File: src/rtl/cpu_pkg.sv
// ---------------------------------------------------------------------------
// cpu_pkg
// Shared constants for control-flow handling:
//   - RV32 opcodes for JAL, JALR and conditional BRANCH
//   - funct3 encodings of the branch conditions
//   - br_state_t, the two-phase state of branch_resolve (IDLE / RESOLVE)
//   - is_cf_op(), which is true for any opcode that redirects the PC
// ---------------------------------------------------------------------------
package cpu_pkg;

  localparam logic [6:0] OP_JAL    = 7'b1101111;
  localparam logic [6:0] OP_JALR   = 7'b1100111;
  localparam logic [6:0] OP_BRANCH = 7'b1100011;

  localparam logic [2:0] F3_BEQ  = 3'b000;
  localparam logic [2:0] F3_BNE  = 3'b001;
  localparam logic [2:0] F3_BLT  = 3'b100;
  localparam logic [2:0] F3_BGE  = 3'b101;
  localparam logic [2:0] F3_BLTU = 3'b110;
  localparam logic [2:0] F3_BGEU = 3'b111;

  typedef enum logic {
    IDLE    = 1'b0,
    RESOLVE = 1'b1
  } br_state_t;

  function automatic logic is_cf_op(input logic [6:0] op);
    return (op == OP_JAL) || (op == OP_JALR) || (op == OP_BRANCH);
  endfunction

endpackage

File: src/rtl/branch_cmp.sv
// ---------------------------------------------------------------------------
// branch_cmp
// Purely combinational branch-condition evaluator.
// Ports:
//   funct3   in   branch condition select
//   rs1_val  in   XLEN  first operand
//   rs2_val  in   XLEN  second operand
//   cond     out  condition holds (0 for the reserved encodings)
//   illegal  out  funct3 is 010 or 011, which have no branch meaning
// ---------------------------------------------------------------------------
module branch_cmp
  import cpu_pkg::*;
#(
  parameter int XLEN = 32
) (
  input  logic [2:0]      funct3,
  input  logic [XLEN-1:0] rs1_val,
  input  logic [XLEN-1:0] rs2_val,
  output logic            cond,
  output logic            illegal
);

  logic eq;
  logic lt_s;
  logic lt_u;

  assign eq   = (rs1_val == rs2_val);
  assign lt_s = ($signed(rs1_val) < $signed(rs2_val));
  assign lt_u = (rs1_val < rs2_val);

  always_comb begin
    cond    = 1'b0;
    illegal = 1'b0;
    case (funct3)
      F3_BEQ:  cond = eq;
      F3_BNE:  cond = !eq;
      F3_BLT:  cond = lt_s;
      F3_BGE:  cond = !lt_s;
      F3_BLTU: cond = lt_u;
      F3_BGEU: cond = !lt_u;
      default: illegal = 1'b1;
    endcase
  end

endmodule

File: src/rtl/branch_resolve.sv
// ---------------------------------------------------------------------------
// branch_resolve
// Resolves JAL / JALR / conditional branches for a PC that alternates
// between an INC4 phase and a STALL phase. The instruction at IP is
// captured while in IDLE and the registered decision is presented during
// the following RESOLVE cycle, which is when the PC applies it.
//
// Optional build macro: BRANCH_STATS_EN
//   defined   -> saturating 32-bit counters of resolved and taken branches
//   undefined -> br_count / taken_count tied to 0, no counter flops
//
// Ports:
//   CLK          in   rising-edge clock
//   RESET        in   asynchronous active-high reset
//   OP           in   opcode of the instruction at IP
//   funct3       in   branch condition select
//   imm          in   XLEN  sign-extended immediate
//   rs1_val      in   XLEN  register source 1
//   rs2_val      in   XLEN  register source 2
//   IP           in   XLEN  current instruction pointer
//   PC_def       in   XLEN  IP+4
//   b_taken      out  redirect request (RESOLVE only)
//   up_amt       out  XLEN  offset added to IP on redirect (RESOLVE only)
//   link_val     out  XLEN  return address for JAL/JALR (holds in IDLE)
//   link_we      out  one-cycle writeback strobe for link_val
//   misalign     out  taken target has bit 1 set (RESOLVE only)
//   illegal_br   out  branch with reserved funct3 (RESOLVE only)
//   br_count     out  32  resolved-branch counter
//   taken_count  out  32  taken-branch counter
// ---------------------------------------------------------------------------
module branch_resolve
  import cpu_pkg::*;
#(
  parameter int XLEN = 32
) (
  input  logic            CLK,
  input  logic            RESET,
  input  logic [6:0]      OP,
  input  logic [2:0]      funct3,
  input  logic [XLEN-1:0] imm,
  input  logic [XLEN-1:0] rs1_val,
  input  logic [XLEN-1:0] rs2_val,
  input  logic [XLEN-1:0] IP,
  input  logic [XLEN-1:0] PC_def,
  output logic            b_taken,
  output logic [XLEN-1:0] up_amt,
  output logic [XLEN-1:0] link_val,
  output logic            link_we,
  output logic            misalign,
  output logic            illegal_br,
  output logic [31:0]     br_count,
  output logic [31:0]     taken_count
);

  localparam logic [XLEN-1:0] CLR_LSB = {{(XLEN-1){1'b1}}, 1'b0};

  br_state_t state;

  logic            cmp_cond;
  logic            cmp_illegal;

  logic            capture;
  logic            cap_taken;
  logic [XLEN-1:0] cap_off;
  logic            cap_link_we;
  logic            cap_illegal;
  logic            cap_misalign;
  logic [XLEN-1:0] jalr_target;
  logic [1:0]      target_lo;

  logic            taken_r;
  logic [XLEN-1:0] off_r;
  logic [XLEN-1:0] link_r;
  logic            link_we_r;
  logic            misalign_r;
  logic            illegal_r;

  branch_cmp #(
    .XLEN (XLEN)
  ) u_cmp (
    .funct3  (funct3),
    .rs1_val (rs1_val),
    .rs2_val (rs2_val),
    .cond    (cmp_cond),
    .illegal (cmp_illegal)
  );

  // The PC keeps IP (and thus OP) stable through RESOLVE, so capturing only
  // from IDLE stops the re-presented instruction from triggering twice.
  assign capture = (state == IDLE) && is_cf_op(OP);

  // JALR offset is expressed relative to IP so the PC can use one adder
  // for every redirect; the subtract wraps modulo 2^XLEN.
  assign jalr_target = (rs1_val + imm) & CLR_LSB;

  always_comb begin
    cap_taken   = 1'b0;
    cap_off     = imm;
    cap_link_we = 1'b0;
    cap_illegal = 1'b0;
    case (OP)
      OP_JAL: begin
        cap_taken   = 1'b1;
        cap_link_we = 1'b1;
      end
      OP_JALR: begin
        cap_taken   = 1'b1;
        cap_off     = jalr_target - IP;
        cap_link_we = 1'b1;
      end
      OP_BRANCH: begin
        cap_taken   = cmp_cond;
        cap_illegal = cmp_illegal;
      end
      default: ;
    endcase
  end

  // Only bit 1 of IP+offset matters for misalignment, so add the low bits.
  assign target_lo    = IP[1:0] + cap_off[1:0];
  assign cap_misalign = cap_taken & target_lo[1];

  // ---- capture stage: IDLE -> RESOLVE --------------------------------------
  always_ff @(posedge CLK or posedge RESET) begin
    if (RESET) begin
      state <= IDLE;
    end else begin
      case (state)
        IDLE:    state <= capture ? RESOLVE : IDLE;
        RESOLVE: state <= IDLE;
        default: state <= IDLE;
      endcase
    end
  end

  always_ff @(posedge CLK or posedge RESET) begin
    if (RESET) begin
      taken_r    <= 1'b0;
      link_we_r  <= 1'b0;
      misalign_r <= 1'b0;
      illegal_r  <= 1'b0;
      link_r     <= '0;
    end else if (capture) begin
      taken_r    <= cap_taken;
      link_we_r  <= cap_link_we;
      misalign_r <= cap_misalign;
      illegal_r  <= cap_illegal;
      // link_val keeps the last JAL/JALR return address across branches.
      if (cap_link_we) begin
        link_r <= PC_def;
      end
    end
  end

  // Offset is masked by state on the output, so it needs no reset.
  always_ff @(posedge CLK) begin
    if (capture) begin
      off_r <= cap_off;
    end
  end

  // ---- resolve stage: outputs are qualified by RESOLVE ---------------------
  assign b_taken    = (state == RESOLVE) & taken_r;
  assign up_amt     = (state == RESOLVE) ? off_r : '0;
  assign link_we    = (state == RESOLVE) & link_we_r;
  assign misalign   = (state == RESOLVE) & misalign_r;
  assign illegal_br = (state == RESOLVE) & illegal_r;
  assign link_val   = link_r;

`ifdef BRANCH_STATS_EN
  logic        is_br_r;
  logic [31:0] br_cnt_r;
  logic [31:0] taken_cnt_r;

  always_ff @(posedge CLK or posedge RESET) begin
    if (RESET) begin
      is_br_r <= 1'b0;
    end else if (capture) begin
      is_br_r <= (OP == OP_BRANCH);
    end
  end

  // Counters advance at the end of the RESOLVE cycle and stick at all-ones.
  always_ff @(posedge CLK or posedge RESET) begin
    if (RESET) begin
      br_cnt_r    <= '0;
      taken_cnt_r <= '0;
    end else if ((state == RESOLVE) && is_br_r) begin
      if (br_cnt_r != 32'hFFFF_FFFF) begin
        br_cnt_r <= br_cnt_r + 32'd1;
      end
      if (taken_r && (taken_cnt_r != 32'hFFFF_FFFF)) begin
        taken_cnt_r <= taken_cnt_r + 32'd1;
      end
    end
  end

  assign br_count    = br_cnt_r;
  assign taken_count = taken_cnt_r;
`else
  assign br_count    = 32'd0;
  assign taken_count = 32'd0;
`endif

endmodule

File: config.mk
export PLATFORM = sky130hd
export DESIGN_NAME = branch_resolve
export DESIGN_NICKNAME = d
export VERILOG_FILES = /design/src/rtl/cpu_pkg.sv /design/src/rtl/branch_cmp.sv /design/src/rtl/branch_resolve.sv
export SDC_FILE = /design/constraint.sdc
export NUM_CORES = 1
export LEC_CHECK = 0
export ABC_AREA = 1
export CAP_MARGIN = 5
export CORE_MARGIN = 5
export CORE_UTILIZATION = 32
export DETAILED_ROUTE_END_ITERATION = 8
export SLEW_MARGIN = 20
export SYNTH_ARGS = -nofsm -noshare
export SYNTH_HDL_FRONTEND = slang
export SYNTH_SLANG_ARGS = --single-unit
File: constraint.sdc
create_clock -name CLK -period 2.4 [get_ports CLK]
set_input_delay 0.48 -clock CLK [delete_from_list [all_inputs] [get_ports CLK]]
set_output_delay 0.48 -clock CLK [all_outputs]
set_load 0.02 [all_outputs]
; ---- Word level (Yosys, flattened, before mapping)
; Cells that the tools add are included.
[word_totals]
regBits = 69
[op_classes]
n_addsub = 3
magnitude_cmp = 2
n_eq_ne = 9
n_mux = 9
bitwise_logic = 6
n_reduce_logical = 10
[ops]
columns = op, count
row1 = less-than comparator 32 bit, 2
row2 = 2-to-1 mux 32 bit, 2
row3 = adder 32 bit, 1
row4 = == test 32 bit, 1
row5 = subtractor 32 bit, 1
row6 = == test 7 bit (second input constant), 3
row7 = == test 3 bit (second input constant), 4
row8 = case mux 1 bit (6 select lines), 1
row9 = OR reduction 6 bit, 1
row10 = bitwise AND 1 bit, 5
row11 = 2-to-1 mux 1 bit, 4
row12 = case mux 1 bit (2 select lines), 2
row13 = == test 3 x 1 -> 1 bit (second input constant), 1
row14 = logical NOT 1 bit, 3
row15 = logical NOT 3 bit, 1
row16 = adder 2 bit, 1
row17 = logical OR 1 bit, 2
row18 = AND reduction 2 bit, 1
row19 = OR reduction 2 bit, 1
row20 = logical AND 1 bit, 1
row21 = NOT 1 bit, 1

; ---- Depth between registers and ports, before layout
; Gate-level depths: netlist of the first run.
[depth]
word_depth = 6
ltp_mapped = 24

; ---- Cells and area by module
; Synthesis of the first run repeated with hierarchy kept, for this count alone.
[hier_totals]
cells_unflattened = 1305
area_unflattened_um2 = 8409.3
[by_module_without_submodules]
columns = module, instances, cells_each, area_per_inst_um2, seq_area_each_um2
row1 = branch_resolve, 1, 1138, 7413.4, 1886.8
row2 = branch_cmp, 1, 167, 996.0, 0.0

; ---- Worst setup path after synthesis of the first run
; OpenSTA, ideal clock, no wires.
[synth_path]
kind = input to register
from = input imm[2]
to = register off_r[26] (data pin)
setup_ns = 0.254
arrival_ns = 3.198
slack_ns = -1.051
cell_stages = 22
path_cell_list = ha_1 -> a21oi_1 -> o21ai_2 -> nand2_1 -> nand3_2 -> nand2_2 -> nand2_4 -> nand2_1 -> nand2_2 -> a21oi_2 -> o21ai_2 -> xor2_1 -> ha_1 -> a21oi_1 -> a21boi_0 -> o21a_1 -> nand3_2 -> nand2_1 -> nand2_1 -> or2_1 -> nand3_1 -> nand2_1
[synth_via]
elab_chain_cells = 3
[synth_lines]
columns = item, line
row1 = from (decl), branch_resolve.sv:40  ; input logic [XLEN-1:0] imm,
row2 = adder 32 bit, branch_resolve.sv:94  ; assign jalr_target = (rs1_val + imm) & CLR_LSB;
row3 = subtractor 32 bit, branch_resolve.sv:108  ; cap_off = jalr_target - IP;
row4 = 2-to-1 mux 32 bit, branch_resolve.sv:101  ; case (OP)
row5 = net cap_off[26], branch_resolve.sv:64  ; logic [XLEN-1:0] cap_off;
row6 = to (signal assigned), branch_resolve.sv:158  ; off_r <= cap_off;
row7 = to (decl), branch_resolve.sv:72  ; logic [XLEN-1:0] off_r;
; The timed path passes the listed nets, and every way through them passes these cells.
; A chain may end at the register's enable or synchronous reset.

; ---- Worst setup path in the final report of the first run
[layout_path]
from = input rs1_val[3]
to = register off_r[31] (data pin)
[layout_via]
elab_chain_cells = 3
[layout_lines]
columns = item, line
row1 = from (decl), branch_resolve.sv:41  ; input logic [XLEN-1:0] rs1_val,
row2 = adder 32 bit, branch_resolve.sv:94
row3 = subtractor 32 bit, branch_resolve.sv:108
row4 = 2-to-1 mux 32 bit, branch_resolve.sv:101
row5 = net cap_off[31], branch_resolve.sv:64
; The timed path passes the listed nets, and every way through them passes these cells.

==> results of run 1 <==
[what timing repair did]
action	CTS	global route
gates resized for setup	327	255
hold buffers	0	0
endpoints found under the setup margin	32	29
buffers inserted	29	22
pin swaps	111	161
[area by class of cell]
class | count | area, sq um
clock buffers | 10 | 250.2
clock inverters | 6 | 51.30
fillers | 2270 | 10110
inverters | 187 | 716.9
multi-input cells | 876 | 7242
flip-flops and latches | 69 | 1887
well taps | 330 | 412.9
repair buffers | 520 | 4512
[synth_stat cells (2+ instances only)]
| library cell | count |
|---|---|
| buf_2 | 4 |
| nand3_1 | 47 |
| xnor2_1 | 13 |
| nor4_1 | 4 |
| nor3_1 | 17 |
| dfrtp_1 | 37 |
| o21ai_0 | 49 |
| o221ai_1 | 3 |
| inv_1 | 185 |
| mux2_2 | 32 |
| nand4_1 | 13 |
| a21oi_2 | 10 |
| xor2_1 | 29 |
| buf_4 | 64 |
| edfxtp_1 | 32 |
| or2_2 | 3 |
| o21ai_2 | 6 |
| o21a_1 | 8 |
| or2_1 | 4 |
| nand2_2 | 5 |
| nor2_1 | 84 |
| a21boi_0 | 5 |
| inv_2 | 2 |
| nand3_2 | 4 |
| a21oi_1 | 77 |
| ha_1 | 92 |
| nand3b_1 | 7 |
| a31oi_1 | 8 |
| a221oi_1 | 2 |
| a21o_1 | 7 |
| clkbuf_1 | 5 |
| buf_1 | 4 |
| fa_1 | 2 |
| o21bai_1 | 8 |
| nand2_1 | 258 |
| o21ai_1 | 3 |
[registers in the layout (all words and copies together) (netlist names)]
signal      count
illegal_r       1
off_r          32
link_we_r       1
taken_r         1
state           1
misalign_r      1
link_val       32
[worst max-delay path, cell delays in order]
cell	delay (ps)
buf_4	120
ha_4	250
a21oi_4	140
o21ai_4	90
a21oi_4	210
inv_2	80
nand3_2	70
nand3_2	110
nand2_2	90
o211ai_4	80
nand2_1	110
nand2_2	90
xor2_4	180
ha_4	290
nand2_1	110
nor2_1	160
inv_1	100
nor4_1	230
nand2_1	90
nand2_1	80
nand3_1	80
nand3_1	80
nand2_1	50
[stage by stage]
step | total power (W) | hold slack, ps | cells | util [%] | area (sq um)
global placement | 0.005262 | 457.6 | 1933 | 50.87 | 12810
floorplan | 0.003591 | 441.7 | 1209 | - | 8761
global route | 0.008249 | 453.2 | 1998 | 59.85 | 15070
finish | 0.007738 | 466.0 | 1998 | 59.85 | 15070
CTS | 0.007101 | 457.9 | 1978 | 55.49 | 13970
detailed placement | 0.005302 | 469.9 | 1933 | 50.87 | 12810
[routing by layer]
layer / share of wire [%] / vias up / global-route usage [%]
li1: - / 4661 / -
met1: 43 / 4378 / 25.43
met2: 49 / 251 / 34.94
met3: 5.5 / 34 / 2.795
met4: 1.9 / 0 / 4.200
met5: 0 / - / 0
[worst min-delay path by stage]
stage                             to  depth (start not counted)  slack [ps]  startpoint
final                       off_r[2]                          3         470      imm[2]
after global routing        off_r[2]                          3         450      imm[2]
after CTS                   off_r[2]                          3         460      imm[2]
after detailed placement  misalign_r                          2         470  misalign_r
after global placement     link_we_r                          2         460   link_we_r
after floorplan            link_we_r                          2         440   link_we_r
[cell families after synthesis]
kind of cell,Yosys count
adders and majority gates,94
buffers and inverters,264
muxes,32
other,1
and+or+nand+nor,452
xor gates and xnor gates,42
AOI/OAI and AO/OA,192
DFF,69
[power groups by stage]
stage,clock network [W],logic (W),registers [W]
after floorplan,0,0.00202,0.00157
after global placement,0,0.00382,0.00144
after detailed placement,0,0.00385,0.00145
after CTS,0.00135,0.00432,0.00143
after global routing,0.00141,0.00540,0.00144
final,0.00130,0.00501,0.00143
==> flow_summary.ini, run 1 <==
[drt]
viasPerCell = 4.667
wl_per_cell_microns = 15.48
antenna_left = 0
dr.pass1.iters = 5
first_iter_violations = 517
dr_total_vias = 9324
routed_wirelength_mm = 30.93
drc = 0

[power]
clockPowerShare_pct = 16.8
p_sw_share_pct = 39.63
intPower_w = 0.004671
peakVddDrop_uv = 373.0
powerDensity_nw_per_um2 = 513.4
seqPwrFrac_pct = 18.4
power_switching_w = 0.003066
leakage_nw = 7.319
combPwrFrac_pct = 64.7

[clock_tree]
cts-root-buf = clkbuf_16
cts-buffers-inserted = 9
cts_tree = yes
clockBufferDepth = 2
cts_num_sinks = 69
clk_latency_ps = 330
htreeDepth = 3
clk_pin_slew_ps = 70

[timing]
fin_crit_sh_pct = 138.0
timing.fmax_mhz = 301.9
finalWorstSetupSlack_ps = -912.5
setup_viol = 27
rsz0062_at_grt = yes
fin_setup_tns_ps = -18760
finClkSkew_ps = 9.232
fin_crit_ps = 3313
final-hold-violation-count = 0
timing.final.max_slew_violations = 0

[critical_path]
cp-endpoint = off_r[31]
start_kind = primary input
reg2reg_depth = 5
critPathKind = in -> reg
critical_path.max_fanout = 4
r2r_start = state
crit_path_end_kind = flop
cp.required_ps = 2490
startpoint = rs1_val[3]
cp_data_arrival_time_ps = 3400
worst_r2r_endpoint = link_val[10]
reg2reg_slack_ps = 970

[layout]
n_antenna_cell = 0
areaGrowthSynthToFinish_pct = 84.64
final_cell_mix = 254 x buf_4, 193 x nand2_1, 161 x clkdlybuf4s50_1, 152 x inv_1, 64 x conb_1
fin_nets = 1929
mostFrequentLayoutCell = buf_4
drive_gt1_share_pct = 43.65

[synth]
synth_compound_area_share_pct = 14.35
ys.flop_type = dfrtp_1
yosys.area.top_type_share_pct = 14.10
yosys.area_share.adder_pct = 14.59
synth_simple_gate_area_share_pct = 23.84
synthMuxAreaShare_pct = 4.414
syn_avg_cell_area_sq_um = 7.123
synth_edf_count = 32
synth_xor_xnor_area_share_pct = 4.506
postSynthCellCount = 1146
ys_types = 49
ys_seq_area_share_pct = 23.11
synth_area_sq_um = 8163
synthArstFlopShare_pct = 53.62
synth_top_family_by_area = simple AND/OR/NAND/NOR gates
yosysTopAreaCell = ha_1
ys_warn_count = 0
synth_area_leaders = ha_1 14%, nand2_1 12%, edfxtp_1 12%
ys_seq_elements = 69

[placed_design]
dp_slack_ps = -1923
dp_hpwl_mm = 25.47
gp_congestion = 0.8739
io_buffers = 239

[die]
io_pins = 304
start_util_pct = 32.42
die_y_microns = 169.7
fp.dieW_microns = 169.7
dieArea_sq_um = 28800
core_area_sq_um = 25180
num_rows = 58

[run_status]
status = finished with violations
violations = negative setup slack

[grt]
grt_pass1_wl_mm = 45.77
grt_pass1_vias = 9334
grt_max_degree = 38
grt.total_usage_pct = 19.68
antenna_found_initial = 0
grt_overflow = 0

[worst_hold_path]
hp-class = in -> reg

[flow_run]
max-cap-violations = 0
No activity file was read; power rests on OpenSTA's default activity.
==> run 2: changes to the inputs <==
REMOVE_ABC_BUFFERS = 1   (was unset)
SKIP_CTS_REPAIR_TIMING = 1   (was unset)
==> run 2 against run 1 <==
Against the previous run:
- the flow still finishes with violations (negative setup slack)
- largest cell class unchanged
- combinational power barely moved
- setup slack lost 210 ps
- clock power hardly changed
- final cell count unchanged
- register-to-register slack lost 130 ps
- global-route usage down 1.1 points
- die area stayed put
- sequential share of layout area is 0.084 points lower
==> flow_summary.ini, run 2 (same netlist as run 1, synthesis figures left out) <==
[worst_hold_path]
hp-class = in -> reg

[grt]
met3_usage_pct = 2.003
antenna_found_initial = 1
grt_max_degree = 38
grt_pass1_wl_mm = 43.16
grt_overflow = 0
use_met1_pct = 25.37
grtUsageMet2_pct = 32.31
grt_pass1_vias = 8623
grt-busiest-layer = met2
grt.total_usage_pct = 18.58

[critical_path]
cp.required_ps = 2500
startpoint = imm[10]
worst_r2r_endpoint = link_val[0]
start_kind = primary input
cp-endpoint = off_r[26]
reg2reg_depth = 5
reg2reg_slack_ps = 840
critical_path.max_fanout = 4
cp_data_arrival_time_ps = 3620
r2r_start = state
critPathKind = in -> reg
crit_path_end_kind = flop

[layout]
areaGrowthSynthToFinish_pct = 85.88
fin_nets = 1928
mostFrequentLayoutCell = buf_4
utilization_pct = 60.26
final_cell_mix = 254 x buf_4, 200 x nand2_1, 164 x clkdlybuf4s50_1, 157 x inv_1, 64 x conb_1
drive_gt1_share_pct = 39.71

[timing]
finClkSkew_ps = 10.63
fin_crit_sh_pct = 146.7
final-hold-violation-count = 0
timing.fmax_mhz = 284.0
rsz0062_at_grt = yes
finalWorstSetupSlack_ps = -1121
setup_viol = 28
timing.final.max_slew_violations = 0
fin_crit_ps = 3521

[drt]
wl_per_cell_microns = 15.79
dr_total_vias = 9352
dr.pass1.iters = 5
drc = 0
first_iter_violations = 554
antenna_left = 0
routed_wirelength_mm = 31.54
viasPerCell = 4.681

[power]
total_power_w = 0.007721
leakage_nw = 7.675
peakVddDrop_uv = 401.6
powerDensity_nw_per_um2 = 508.9

[clock_tree]
clockBufferDepth = 2
clk_pin_slew_ps = 70
cts-root-buf = clkbuf_16
cts_tree = yes
htreeDepth = 3
clk_latency_ps = 330
cts_num_sinks = 69
cts-buffers-inserted = 9

[placed_design]
dp_slack_ps = -2001
io_buffers = 239
dp_hpwl_mm = 25.12
gp_congestion = 0.8731

[run_status]
violations = negative setup slack
status = finished with violations

[die]
fp.dieW_microns = 169.7
io_pins = 304
core_area_sq_um = 25180
num_rows = 58
dieArea_sq_um = 28800
die_y_microns = 169.7
start_util_pct = 32.42

[flow_run]
max-cap-violations = 0
-- run 2: cell count changes in the layout (fill, tap and decap cells not counted), moves of 5 or more --
cell	before	now
a21oi_1	31	37
buf_2	20	0
clkbuf_2	15	5
dlygate4sd2_1	11	0
dlymetal6s2s_1	19	59
ha_1	30	40
ha_4	57	51
inv_1	152	157
nand2_1	193	200
nand2_2	56	47
o21ai_1	23	28
o21ai_2	16	10
-- run 2: cell type report --
class | instances | area (sq um)
inverter | 187 | 706.9
multi-input combinational | 876 | 7099
clock buffer | 9 | 225.2
tap | 330 | 412.9
timing repair buffer | 519 | 4766
clock inverter | 7 | 73.82
fill | 2173 | 10010
antenna | 1 | 2.502
sequential | 69 | 1887
-- run 2: report_power, final --
part           internal [W]  switching (W)  leakage [nW]  total [W]
clock network      0.000738       0.000568         0.149    0.00131
registers           0.00137      0.0000636         0.762    0.00143
logic               0.00251        0.00247          6.76    0.00499
-- run 2: worst min-delay path by stage --
| stage | end | startpoint | cells after the start |
|---|---|---|---|
| after floorplan | link_we_r | link_we_r | 2 |
| after global placement | link_we_r | link_we_r | 2 |
| after detailed placement | link_we_r | link_we_r | 2 |
| after CTS | link_we_r | link_we_r | 2 |
| after global routing | off_r[3] | imm[3] | 3 |
| final | off_r[3] | imm[3] | 3 |
-- run 2: layer usage --
metal  vias up  routed length, microns  share of wire, %
met3        27                    1724               5.5
met1      4370                   13600                43
met5         -                       0                 0
li1       4659                       -                 -
met2       296                   15830                50
met4         0                     386               1.2
-- run 2: worst max-delay path, cell delays in order --
cell and delay (ps):
dlymetal6s2s_1 160, ha_4 320, buf_4 120, nand2_1 110
nor4_4 300, nand2_4 80, nand2_4 100, a21oi_4 70
o21ai_2 140, xor2_1 250, ha_2 350, a21oi_2 170
a21boi_2 210, o21a_1 160, nand3_2 100, nand2_1 80
nand2_1 60, or2_1 220, nand3_1 70, nand2_1 50
-- run 2: metrics by stage --
| step | hold slack [ps] | instances | TNS (ps) | instance area [sq um] |
|---|---|---|---|---|
| after detailed placement | 463.1 | 1937 | -49100 | 12470 |
| after floorplan | 441.7 | 1132 | -19810 | 7865 |
| after global placement | 465.7 | 1937 | -47520 | 12470 |
| after CTS | 485.1 | 1953 | -37830 | 12770 |
| final | 456.7 | 1998 | -20250 | 15170 |
| after global routing | 466.5 | 1998 | -23860 | 15170 |
